**src/rtl/fifo_arb_pkg.sv**
```systemverilog
// Shared types and default sizing for the FIFO write arbiter and its helpers.
// Latency: n/a (declarations only).
// Backpressure: n/a.
package fifo_arb_pkg;

    typedef enum logic {
        ARB_IDLE  = 1'b0,
        ARB_BURST = 1'b1
    } arb_state_e;

    localparam int DEF_N_REQ     = 4;
    localparam int DEF_DATA_W    = 8;
    localparam int DEF_MAX_BURST = 8;

endpackage

```
**src/rtl/fifo_wr_arbiter_if.sv**
```systemverilog
// Producer handshakes plus FIFO write port seen by the arbiter.
// Latency: n/a (wires only).
// Backpressure: fifo_full flows toward the arbiter, which turns it into req_ready.
interface fifo_wr_arbiter_if #(
    parameter int N_REQ  = fifo_arb_pkg::DEF_N_REQ,
    parameter int DATA_W = fifo_arb_pkg::DEF_DATA_W
);
    localparam int ID_W = $clog2(N_REQ);

    logic [N_REQ-1:0]        req_valid;
    logic [N_REQ*DATA_W-1:0] req_data;
    logic [N_REQ-1:0]        req_last;
    logic [N_REQ-1:0]        req_ready;
    logic                    fifo_wr_en;
    logic [DATA_W-1:0]       fifo_din;
    logic                    fifo_full;
    logic [ID_W-1:0]         grant_id;
    logic                    busy;

    // master: the arbiter itself
    modport master (
        input  req_valid, req_data, req_last, fifo_full,
        output req_ready, fifo_wr_en, fifo_din, grant_id, busy
    );

    // slave: producers and FIFO around the arbiter
    modport slave (
        output req_valid, req_data, req_last, fifo_full,
        input  req_ready, fifo_wr_en, fifo_din, grant_id, busy
    );

endinterface

```
**src/rtl/fifo_wr_arbiter_rr_pick.sv**
```systemverilog
// Combinational round-robin selector: first set req bit after last_owner, wrapping.
// Latency: 0 cycles (pure combinational).
// Backpressure: none; the caller decides when the pick is consumed.
module rr_pick #(
    parameter int N_REQ = 4,
    parameter int ID_W  = $clog2(N_REQ)
) (
    input  logic [N_REQ-1:0] req,
    input  logic [ID_W-1:0]  last_owner,
    output logic [ID_W-1:0]  grant,
    output logic             any_req
);

    always_comb begin
        int idx;
        idx     = 0;
        grant   = '0;
        any_req = |req;
        // Walk offsets from farthest to nearest so the nearest requester wins.
        for (int off = N_REQ; off >= 1; off--) begin
            idx = (int'(last_owner) + off) % N_REQ;
            if (req[ID_W'(idx)]) begin
                grant = ID_W'(idx);
            end
        end
    end

endmodule

```
**src/rtl/fifo_wr_arbiter.sv**
```systemverilog
// Round-robin burst arbiter sharing one FIFO write port among N_REQ producers.
// Latency: one idle arbitration cycle per grant, then one beat per cycle combinationally.
// Backpressure: fifo_full deasserts the owner's req_ready and wr_en; all state holds.
module fifo_wr_arbiter
    import fifo_arb_pkg::*;
#(
    parameter int N_REQ     = DEF_N_REQ,
    parameter int DATA_W    = DEF_DATA_W,
    parameter int MAX_BURST = DEF_MAX_BURST
) (
    input  logic               clk,
    input  logic               rst_n,
    fifo_wr_arbiter_if.master  bus
);

    localparam int ID_W  = $clog2(N_REQ);
    localparam int CNT_W = $clog2(MAX_BURST + 1);

    arb_state_e        state_q, state_d;
    logic [ID_W-1:0]   owner_q, owner_d;
    logic [ID_W-1:0]   last_owner_q, last_owner_d;
    logic [CNT_W-1:0]  beat_cnt_q, beat_cnt_d;
    logic [ID_W-1:0]   pick;
    logic              any_req;
    logic              xfer;

    rr_pick #(
        .N_REQ (N_REQ),
        .ID_W  (ID_W)
    ) u_rr_pick (
        .req        (bus.req_valid),
        .last_owner (last_owner_q),
        .grant      (pick),
        .any_req    (any_req)
    );

    always_comb begin
        state_d        = state_q;
        owner_d        = owner_q;
        last_owner_d   = last_owner_q;
        beat_cnt_d     = beat_cnt_q;
        xfer           = 1'b0;
        bus.req_ready  = '0;
        bus.fifo_wr_en = 1'b0;
        bus.fifo_din   = '0;

        case (state_q)
            ARB_IDLE: begin
                if (any_req) begin
                    owner_d    = pick;
                    beat_cnt_d = '0;
                    state_d    = ARB_BURST;
                end
            end
            ARB_BURST: begin
                bus.req_ready[owner_q] = !bus.fifo_full;
                bus.fifo_din           = bus.req_data[int'(owner_q)*DATA_W +: DATA_W];
                xfer                   = bus.req_valid[owner_q] && !bus.fifo_full;
                bus.fifo_wr_en         = xfer;
                if (xfer) begin
                    // Counter is cleared on exit so it never registers MAX_BURST.
                    if (bus.req_last[owner_q] || (beat_cnt_q == CNT_W'(MAX_BURST - 1))) begin
                        state_d      = ARB_IDLE;
                        last_owner_d = owner_q;
                        beat_cnt_d   = '0;
                    end else begin
                        beat_cnt_d = beat_cnt_q + 1'b1;
                    end
                end
            end
            default: state_d = ARB_IDLE;
        endcase
    end

    always_ff @(posedge clk or negedge rst_n) begin
        if (!rst_n) begin
            state_q      <= ARB_IDLE;
            owner_q      <= '0;
            last_owner_q <= ID_W'(N_REQ - 1);
            beat_cnt_q   <= '0;
        end else begin
            state_q      <= state_d;
            owner_q      <= owner_d;
            last_owner_q <= last_owner_d;
            beat_cnt_q   <= beat_cnt_d;
        end
    end

    assign bus.grant_id = owner_q;
    assign bus.busy     = (state_q == ARB_BURST);

endmodule
```
**src/flat_wrapper.sv**
```systemverilog
// flat-port wrapper written by rule: the top's interface ports become plain ports
module fifo_wr_arbiter_flat import fifo_arb_pkg::*;
#(
    parameter int N_REQ     = DEF_N_REQ,
    parameter int DATA_W    = DEF_DATA_W,
    parameter int MAX_BURST = DEF_MAX_BURST
)
  (clk, rst_n, bus_req_valid, bus_req_data, bus_req_last, bus_fifo_full, bus_req_ready, bus_fifo_wr_en, bus_fifo_din, bus_grant_id, bus_busy);
  fifo_wr_arbiter_if #(.N_REQ(N_REQ), .DATA_W(DATA_W)) bus_i ();
  input  logic clk;
  input  logic rst_n;
  input wire logic [$bits(bus_i.req_valid)-1:0] bus_req_valid;
  input wire logic [$bits(bus_i.req_data)-1:0] bus_req_data;
  input wire logic [$bits(bus_i.req_last)-1:0] bus_req_last;
  input wire logic [$bits(bus_i.fifo_full)-1:0] bus_fifo_full;
  output wire logic [$bits(bus_i.req_ready)-1:0] bus_req_ready;
  output wire logic [$bits(bus_i.fifo_wr_en)-1:0] bus_fifo_wr_en;
  output wire logic [$bits(bus_i.fifo_din)-1:0] bus_fifo_din;
  output wire logic [$bits(bus_i.grant_id)-1:0] bus_grant_id;
  output wire logic [$bits(bus_i.busy)-1:0] bus_busy;
  assign bus_i.req_valid = bus_req_valid;
  assign bus_i.req_data = bus_req_data;
  assign bus_i.req_last = bus_req_last;
  assign bus_i.fifo_full = bus_fifo_full;
  assign bus_req_ready = bus_i.req_ready;
  assign bus_fifo_wr_en = bus_i.fifo_wr_en;
  assign bus_fifo_din = bus_i.fifo_din;
  assign bus_grant_id = bus_i.grant_id;
  assign bus_busy = bus_i.busy;
  fifo_wr_arbiter #(.N_REQ(N_REQ), .DATA_W(DATA_W), .MAX_BURST(MAX_BURST)) u_core (.clk(clk), .rst_n(rst_n), .bus(bus_i));
endmodule
```
**config.mk**
```make
export PLATFORM = sky130hd
export DESIGN_NAME = fifo_wr_arbiter_flat
export DESIGN_NICKNAME = d
export VERILOG_FILES = /design/src/rtl/fifo_arb_pkg.sv /design/src/rtl/fifo_wr_arbiter_if.sv /design/src/rtl/fifo_wr_arbiter_rr_pick.sv /design/src/rtl/fifo_wr_arbiter.sv /design/src/flat_wrapper.sv
export SDC_FILE = /design/constraint.sdc
export NUM_CORES = 1
export LEC_CHECK = 0
export BUFFER_PORTS_ARGS = -buffer_cell sky130_fd_sc_hd__buf_2
export CORE_MARGIN = 8
export CORE_UTILIZATION = 44
export CTS_CLUSTER_SIZE = 25
export DETAILED_ROUTE_END_ITERATION = 10
export HOLD_SLACK_MARGIN = 0.1
export PLACE_DENSITY_LB_ADDON = 0.3
export SLEW_MARGIN = 20
export SYNTH_ARGS = -nofsm -noshare
export SYNTH_HDL_FRONTEND = slang
export SYNTH_SLANG_ARGS = --single-unit
```
**constraint.sdc**
```tcl
create_clock -name clk -period 2.7 [get_ports clk]
set_input_delay 0.405 -clock clk [delete_from_list [all_inputs] [get_ports clk]]
set_output_delay 0.405 -clock clk [all_outputs]
set_load 0.02 [all_outputs]
```
==> run metrics <==
CP Capture Type output port; count of vias placed by the detailed router 858; Die Height 59.9 um; post-synth top area cell sky130_fd_sc_hd__mux4_2; CTS buffer count 3; top achievable clock speed 430 MHz; peak supply drop 594 uV; global-route wire length before repair 3880 um; met2 Resource Use GR 25.8%; clk_lat worst skew 0.26 ns; HPWL after detailed placement 2200 um; GRT Resource Usage Total 14.4%; slowest cell on the critical path sky130_fd_sc_hd__dfrtp_1; number of H-tree levels 1; period utilization 86.1%; post-synthesis sequential area ratio 26.9%; multi-input gate area in the final layout 587 um^2; quantity of gates resized following cts 0; type of the worst min-delay path in -> async; final hold violations 0; number of routed nets with antenna violations 0; top-level port count 59; mean instance size in the synthesized netlist 10.7 um^2; final global-route overflow total 0; clock-pin slew of the registers on the worst-case setup and hold paths 0.07 ns; Cell Count Post-Placement 160; ranking of synthesized cells by instance count 9 x sky130_fd_sc_hd__and2_1, 9 x sky130_fd_sc_hd__mux4_2, 7 x sky130_fd_sc_hd__dfrtp_1, 7 x sky130_fd_sc_hd__nor2_1, 4 x sky130_fd_sc_hd__inv_1; max-capacitance violation count 0; final instance area 1190 um^2; layout cells sized above 1 56.5%; clock root cell sky130_fd_sc_hd__clkbuf_4; Post-Route Skew 0.00496 ns; worst setup path category reg -> out; register cell area after layout 228 um^2; area of the mapped netlist 847 um^2; GRT met3 Usage 5.81%; Leak Pwr 0.573 nW; placement-stage cell area 1150 um^2; average routed wire per standard cell 15.7 um; number of synthesized flops with an enable pin 0; CP Cell Sequence mux4_2, and2_1, buf_2; drt drc 0; post-synthesis instance total 79; setup violators final 0; Post-Route WL 2590 um; Vias per Instance 5.20; DRC violation total after the first TritonRoute iteration 29; Clock Path Buffers 2; Total Die Area 3590 um^2; critical path's largest stage delay 0.76 ns; Yosys warnings 0; number of antenna violations at the first check in global routing 0; post-synth top area share 23.9%; highest net fanout along the worst path 14; slew margin rel. 57.0%; met1 routing resource usage after global routing 15.0%; post-synthesis register bit count 9; core area 1880 um^2; Net Count, Synth 123; largest net degree at the start of global routing 17; share of flip-flops with an asynchronous set or reset after synthesis 100%; Final nets 183; outcome finished clean; std cell rows 16; die width 59.9 um; setup repair after global routing missed its margin false; count of clock tree sinks 9; Worst Path Arrival 1.92 ns; Netlist cell types 34; initial cell density of the core 45.0%; Layout Area Growth over Synthesis 40.6%; GRT busiest layer met2; Port Buffer Count 58; Post-synth top flop sky130_fd_sc_hd__dfrtp_1; Pwr per Cell Area 1020 nW/um^2; power after layout 1.22 mW; transition time at the pin with the least slew margin 0.645 ns; TritonCTS clock tree built; number of standard cells in the final layout excluding fillers 165; number of pins with negative max-slew slack in the final report 0; layout filler cell count 185; time the final worst path needs with I/O delays and setup 2.32 ns; number of search-and-repair iterations in the first detailed-routing pass 4; vias in the first global route 844; Crit path required time 2.30 ns; ANT cells 0; summed negative setup slack over all endpoints 0 ns; top cells by area, synth sky130_fd_sc_hd__mux4_2 24%, sky130_fd_sc_hd__dfrtp_1 21%, sky130_fd_sc_hd__and2_1 6.6%; final estimated routing congestion in global placement 0.765; startpoint kind of the worst setup timing path flop
==> what timing repair did <==
action,4_1_cts,5_1_grt
hold buffers,1,0
hold endpoints to repair,7,0
setup buffers,0,0
==> cell type report <==
type | count | area share [%]
Clock inverter | 1 | 0.420
Tap cell | 27 | 2.84
Inverter | 4 | 1.26
Clock buffer | 3 | 1.89
Sequential cell | 9 | 19.1
Multi-Input combinational cell | 62 | 49.3
Timing Repair Buffer | 59 | 25.2
==> worst paths after layout <==
path	startpoint	end	slack, ns	cells after the start
worst max-delay path	u_core.bus.grant_id[0]	bus_fifo_din[4]	0.38	3
worst min-delay path	rst_n	u_core.beat_cnt_q[1]	0.52	2
worst max register to register	u_core.bus.grant_id[0]	u_core.beat_cnt_q[3]	0.67	4
worst min register to register	u_core.beat_cnt_q[1]	u_core.beat_cnt_q[1]	0.54	1
max in group asynchronous	rst_n	u_core.last_owner_q[1]	1.94	2
min in group clk	bus_req_valid[0]	u_core.bus.busy	0.53	3
==> metal layers <==
| metal | vias up | wire [um] |
|---|---|---|
| li1 | 422 | - |
| met5 | - | 0 |
| met3 | 4 | 252 |
| met4 | 0 | 34 |
| met1 | 396 | 958 |
| met2 | 36 | 1340 |
==> critical path: cells and delay by family, from the launching register on <==
family / cells / cell delay [ns]
flops: 1 / 0.76
mux: 1 / 0.57
buf+inv: 1 / 0.16
simple gates: 1 / 0.17
==> logic make-up (layout without fill, tap and decap cells) <==
kind of cell / count (synthesis) / after routing / share of synthesized area [%]
flip-flops: 9 / 9 / 26.9
AO/OA/AOI/OAI: 16 / 16 / 15.1
AND/OR/NAND/NOR: 30 / 30 / 21.3
adder cells (fa/ha/maj): 1 / 1 / 1.48
buffers and inverters: 8 / 67 / 3.84
multiplexers: 15 / 15 / 31.5
==> power by group <==
| part | internal [mW] | total, mW | leakage [nW] | switching [mW] |
|---|---|---|---|---|
| sequential | 0.203 | 0.346 | 0.106 | 0.143 |
| clock | 0.0547 | 0.104 | 0.0177 | 0.0493 |
| combinational | 0.391 | 0.768 | 0.449 | 0.378 |
==> flip-flops by register name, summed over array words and instances (netlist names) <==
signal,count
u_core.beat_cnt_q,4
u_core.bus.grant_id,2
u_core.last_owner_q,2
u_core.bus.busy,1
==> stage by stage <==
step	util, %	setup WS, ns	hold WS [ns]
after floorplan	-	0.741	0.109
after global placement	61.3	0.674	0.267
after detailed placement	61.3	0.628	0.267
after CTS	63.3	0.331	0.513
after global routing	63.3	0.221	0.511
final	63.3	0.376	0.518
==> cells in the final DEF (no fill, tap or decap), types with 2 or more instances in the layout <==
| cell type | count |
|---|---|
| sky130_fd_sc_hd__buf_2 | 58 |
| sky130_fd_sc_hd__mux4_2 | 9 |
| sky130_fd_sc_hd__and2_1 | 9 |
| sky130_fd_sc_hd__nor2_1 | 7 |
| sky130_fd_sc_hd__dfrtp_1 | 7 |
| sky130_fd_sc_hd__inv_1 | 4 |
| sky130_fd_sc_hd__mux2i_1 | 3 |
| sky130_fd_sc_hd__nor2b_1 | 3 |
| sky130_fd_sc_hd__a21oi_1 | 3 |
| sky130_fd_sc_hd__nand2b_1 | 3 |
| sky130_fd_sc_hd__clkbuf_4 | 3 |
| sky130_fd_sc_hd__mux2_1 | 2 |
| sky130_fd_sc_hd__a31oi_1 | 2 |
| sky130_fd_sc_hd__nand3_1 | 2 |
| sky130_fd_sc_hd__o31ai_1 | 2 |
| sky130_fd_sc_hd__dfstp_2 | 2 |
Power figures use the tool's default switching activity.
